==> src/rtl/ov7670_capture.sv <==
// OV7670 byte-stream capture: registers VSYNC/HREF/D, packs byte pairs into RGB444
// pixels and writes them into the 320x240 frame buffer, reporting frame completion and overrun.
module ov7670_capture #(
    parameter int ADDR_W     = 17,
    parameter int PIX_W      = 12,
    parameter int MAX_PIXELS = 76800
) (
    input  logic              pclk,
    input  logic              rst_n,
    input  logic              vsync,
    input  logic              href,
    input  logic [7:0]        d,
    output logic [ADDR_W-1:0] wraddress,
    output logic [PIX_W-1:0]  data,
    output logic              wren,
    output logic              frame_done,
    output logic [ADDR_W-1:0] frame_pixels,
    output logic              overflow
);

    localparam logic [ADDR_W-1:0] MAX_IDX = ADDR_W'(MAX_PIXELS);

    typedef enum logic [1:0] {IDLE, SYNC, ACTIVE} state_t;

    state_t            state_q, state_d;
    logic              vs_r, hr_r;
    logic [7:0]        d_r;
    logic              phase;
    logic [3:0]        red;
    logic [ADDR_W-1:0] index, idx_nxt;
    logic              do_write, frame_end;

    // Write port: wren is a single-cycle strobe per pixel; wraddress/data are
    // meaningful only while wren=1 and simply hold their last value otherwise.
    always_comb begin
        state_d   = state_q;
        do_write  = 1'b0;
        frame_end = 1'b0;
        idx_nxt   = index;
        case (state_q)
            IDLE:   if (vs_r) state_d = SYNC;
            SYNC:   if (!vs_r) state_d = ACTIVE;
            ACTIVE: begin
                if (hr_r && phase && index < MAX_IDX) begin
                    do_write = 1'b1;
                    idx_nxt  = index + 1'b1;
                end
                // A byte pair completing together with the vsync rise is still written.
                if (vs_r) begin
                    state_d   = SYNC;
                    frame_end = 1'b1;
                end
            end
            default: state_d = IDLE;
        endcase
    end

    always_ff @(posedge pclk or negedge rst_n) begin
        if (!rst_n) begin
            vs_r    <= 1'b0;
            hr_r    <= 1'b0;
            d_r     <= '0;
            state_q <= IDLE;
        end else begin
            vs_r    <= vsync;
            hr_r    <= href;
            d_r     <= d;
            state_q <= state_d;
        end
    end

    always_ff @(posedge pclk or negedge rst_n) begin
        if (!rst_n) begin
            phase        <= 1'b0;
            red          <= '0;
            index        <= '0;
            wraddress    <= '0;
            data         <= '0;
            wren         <= 1'b0;
            frame_done   <= 1'b0;
            frame_pixels <= '0;
            overflow     <= 1'b0;
        end else begin
            wren       <= do_write;
            frame_done <= frame_end;
            if (state_q == SYNC) begin
                index    <= '0;
                phase    <= 1'b0;
                overflow <= 1'b0;
            end else if (state_q == ACTIVE) begin
                // HREF low ends the line; a dangling odd byte is dropped.
                if (!hr_r) begin
                    phase <= 1'b0;
                end else if (!phase) begin
                    red   <= d_r[3:0];
                    phase <= 1'b1;
                end else begin
                    phase <= 1'b0;
                    index <= idx_nxt;
                    if (do_write) begin
                        data      <= {red, d_r};
                        wraddress <= index;
                    end else begin
                        overflow <= 1'b1;
                    end
                end
                if (frame_end) frame_pixels <= idx_nxt;
            end
        end
    end

endmodule
==> config.mk <==
export PLATFORM = sky130hd
export DESIGN_NAME = ov7670_capture
export DESIGN_NICKNAME = d
export VERILOG_FILES = /design/src/rtl/ov7670_capture.sv
export SDC_FILE = /design/constraint.sdc
export NUM_CORES = 1
export LEC_CHECK = 0
export CAP_MARGIN = 15
export CORE_ASPECT_RATIO = 1.1
export CORE_UTILIZATION = 35
export CTS_BUF_LIST = sky130_fd_sc_hd__clkbuf_2 sky130_fd_sc_hd__clkbuf_4 sky130_fd_sc_hd__clkbuf_8
export DETAILED_ROUTE_END_ITERATION = 8
export PLACE_DENSITY = 0.64
export SLEW_MARGIN = 5
export SYNTH_ARGS = -nofsm -noshare
export SYNTH_HDL_FRONTEND = slang
export SYNTH_SLANG_ARGS = --single-unit
==> constraint.sdc <==
create_clock -name pclk -period 4.5 [get_ports pclk]
set_input_delay 0.9 -clock pclk [delete_from_list [all_inputs] [get_ports pclk]]
set_output_delay 0.9 -clock pclk [all_outputs]
set_load 0.03 [all_outputs]
Word level (Yosys, flattened, before mapping). Cells that the tools add are included.

Reduce and logical (&&, ||, !) cells: 13. $lt $le $gt $ge: 1. Add/subtract/negate cells: 1. Equal/unequal tests: 5. Multiplexer cells: 21. Bitwise operators: 2.

Operators by type and width (count): $mux W17 (5); $add A17 B1 Y17 const B (1); $lt A17 B17 Y1 const B (1); $mux W1 (13); $reduce_and A4 Y1 (2); $reduce_and A3 Y1 (2); $reduce_bool A2 Y1 (3); $reduce_and A5 Y1 (1); $mux W2 (2); $ne A2 B1 Y1 const B (2); $pmux W2 S2 (1); $eq A2 B1 Y1 const B (1); $eq A2 B2 Y1 const B (1); $logic_and A1 B1 Y1 (2); $logic_not A2 Y1 (1); $ne A2 B2 Y1 const B (1); $not A1 Y1 (2); $reduce_and A2 Y1 (1); $reduce_or A2 Y1 (1).

Input port bits: 12. Output and inout port bits: 49. Register bits: 83.

Depth between registers and ports, before layout.
Word-level depth: 9. Gate-level depth with buffers: 9.

Worst setup path after synthesis. Ideal clock, no wire load.

Path kind: register to register. Start point: register state_q[1]. End point: register index[14]. Setup slack: 2.650 ns. Clock period less this slack: 1.850 ns. Data required time: 4.368 ns. Arrival time: 1.719 ns. Cell stages (with the launch flop): 9. Path through: dfrtp_1 inv_1 ha_1 clkbuf_1 inv_1 and3_1 clkbuf_1 o311a_1 or3b_1.

Longest elaborated chain between the ends: 3. Elaborated cells between the ends (all ways): 7. Those cells by class: 2 x eq/ne; 1 x mux; 4 x reduce/logical.

RTL lines: from (decl) (RTL line 25) `state_t state_q, state_d;`; from (signal assigned) (RTL line 68) `state_q <= state_d;`; $eq A2 B1 Y1 or $eq A2 B2 Y1 (tied branches) (RTL line 86, 40, 90); $reduce_bool A2 Y1 (no line); $reduce_and A3 Y1 (no line); to (signal assigned) (RTL line 99) `index <= idx_nxt;`; to (decl) (RTL line 30) `logic [ADDR_W-1:0] index, idx_nxt;`.

Several ways; a longest one is shown, not always the timed one. A chain may end at the register's enable or synchronous reset.

Worst setup path after layout.
Start point: register index[10]. End point: register data[9].

Longest elaborated chain between the ends: 5.

RTL lines: $lt A17 B17 Y1 (RTL line 44) `if (hr_r && phase && index < MAX_IDX) begin`; $logic_and A1 B1 Y1 (RTL line 44); $mux W1 (RTL line 44); $mux W1 (RTL line 40) `case (state_q)`; $reduce_and A5 Y1 (no line); to (signal assigned) (RTL line 101) `data <= {red, d_r};`; to (decl) (RTL line 14) `output logic [PIX_W-1:0] data,`.

No other way between the ends.

==> reports/qor.yml <==
grt_setup_unrepaired: "no"
crit_type: "reg -> reg"
hp-class: "reg -> reg"
ant_nets: 0
power-per-cell-area_nw_per_um2: 497
cts_tree: "yes"
grt_max_degree: 84
peakVddDrop_mv: 0.282
yosys_warnings: 0
root_buffer: "clkbuf_8"
io_buffers: 60
routed_wl_um: 8460
yosysUniqueCellTypes: 48
overflow: 0
synth_flop_cell: "dfrtp_1"
clk_pin_slew_ps: 90
maxClockFrequency_mhz: 321
setup_violations: 0
viasPerCell: 5.34
cts_buffer_depth: 2
leakagePower_nw: 1.99
fin_skew_ps: 9.95
place_area_um2: 4430
ys_ff_latch: 83
crit_arrival_ps: 3360
drive_gt1_share_pct: 14.0
cp_slowest_cell: "nand4_1"
dp_hpwl_um: 5810
path_cells: "a21oi_2 -> o211a_1 -> nand4_1 -> buf_4 -> mux2_2"
die_y_um: 111
yosysTopAreaCell: "dfrtp_1"
cp_max_fo: 18
initial_utilization_pct: 36.0
vias: 2828
slowest_delay_ps: 850
ios: 61
antenna_found_initial: 0
synth_area_leaders: "dfrtp_1 55%, mux2_2 6.9%, mux2_4 4.0%, a31oi_1 3.3%, nand2_1 2.3%"
synth_edf_count: 0
timing.final.crit_share_pct: 69.3
layout_min_cycle_time_ps: 3120
antennaDiodeCount: 0
post_cts_buffers: 0
dr.pass1.iters: 4
gp_congestion: 0.826
startpoint: "index[10]"
outcome: "completed"
layout.cells.non_filler: 530
placed_cells: 514
cap_violations: 0
hold_buffers: 0
track_usage_pct: 16.1
cts_sinks: 83
h-tree-depth: 3
timing.rr.start: "index[10]"
final_cell_mix: "83 x dfrtp_1, 59 x clkdlybuf4s50_1, 23 x nand2_1, 23 x mux2_2"
grt_pass1_vias: 2730
fin_area_um2: 4610
cts_resized: 0
first_iter_violations: 141
finalHoldViolCount: 0
synth_area_per_cell_um2: 11.3
grt_pass1_wl_um: 14000
critPathLaunchType: "register"
placementRows: 39
async_flop_share_pct: 100
final_nets: 398
crit_required_ps: 4740
drv_slew: 0
syn_area_um2: 3760
hp-start: "d_r[7]"
path_buf_inv: 1
worstMarginPinSlew_ps: 1040
netlist_instances: 333
synth_seq_area_share_pct: 55.2
worstSetupEndpointType: "register"
final_common_cell: "dfrtp_1"
syn-num-nets: 349
slew_headroom_pct: 30.9
critPathTopFamily: "simple AND/OR/NAND/NOR gates"
die_x_um: 101
syn2layout_area_growth_pct: 22.7
final.setup.tns_ps: 0
power_w: 0.00229
r2r_slack_ps: 1380
cts_made_buffers: 9
clkLatencyLatePin_ps: 350
die_area_um2: 11200
synth_top_cell_area_share_pct: 55.2
fp.coreArea_um2: 10400
hold_ws_ps: 487
route.detailed.drc: 0
routedWlPerCell_um: 16.0
## kinds of logic (layout without fill, tap and decap cells)
family / after synthesis / after routing / share of synthesized area [%]
and+or+nand+nor: 101 / 101 / 14.1
AOI/OAI and AO/OA: 75 / 75 / 13.3
buffers and inverters: 33 / 87 / 4.12
adders and majority gates: 4 / 4 / 1.33
xor gates and xnor gates: 3 / 3 / 0.699
muxes: 34 / 34 / 11.1
DFF: 83 / 83 / 55.2
## metrics by stage
step | worst slack (ps) | utilization, %
CTS | 1430 | 44.2
floorplan | 2650 | -
global route | 1190 | 44.2
global placement | 1550 | 42.4
finish | 1380 | 44.2
detailed placement | 1450 | 42.4
## cells in the mapped netlist (2+ instances only)
library cell,count
o21ai_0,16
o21a_1,2
or4_1,7
a21o_1,2
o31ai_1,5
dfrtp_1,83
o21ai_1,2
clkbuf_1,8
inv_1,9
a31oi_1,20
mux2_2,23
o22ai_1,2
nand2_1,23
buf_2,13
nor4_1,2
o211ai_1,5
nand3b_1,2
a21oi_1,5
mux2_4,10
or3_1,7
xnor2_1,3
buf_4,2
nor2_1,20
and3_1,4
ha_1,4
nand4_1,6
o311ai_0,3
and2_1,5
and4_1,3
o2111ai_1,2
nor3_1,5
nand3_1,13
o211a_1,2
## worst register-to-register path: stages, from the launching register on
cell,delay (ps)
dfrtp_1,490
a21oi_2,290
o211a_1,530
nand4_1,850
buf_4,530
mux2_2,300
## final cells by class
class / instances / area [um2]
clock buffers: 9 / 124
clock inverters: 7 / 57.6
fillers: 1018 / 5830
inverters: 9 / 33.8
multi-input cells: 217 / 1530
flip-flops and latches: 83 / 2080
well taps: 143 / 179
repair buffers: 62 / 613
## where the power goes
part	switching [W]	total [W]	internal, W
clock	0.000293	0.000504	0.000210
sequential	0.0000845	0.000975	0.000891
combinational	0.000483	0.000815	0.000332
total	0.000860	0.00229	0.00143
## state kept, by name, summed over array words and instances, names as in the netlist
name,count
phase,1
wraddress,17
state_q,2
frame_pixels,17
overflow,1
index,17
wren,1
hr_r,1
vs_r,1
d_r,8
data,12
frame_done,1
red,4
## worst paths after layout
path / endpoint / cells after the start
max in group asynchronous: index[9] / 1
max reg2reg: data[9] / 5
min in group asynchronous: data[7] / 1
min reg2reg: data[7] / 1
min: data[7] / 1
max: data[9] / 5
## layer usage
layer	track usage, %	vias up	wire (um)	part of all wire [%]
met5	0	-	0	0
li1	-	1333	-	-
met4	6.76	0	205	2.4
met3	3.59	18	467	5.5
met1	20.9	1389	3710	44
met2	25.7	88	4080	48
No activity file was read; power rests on OpenSTA's default activity.
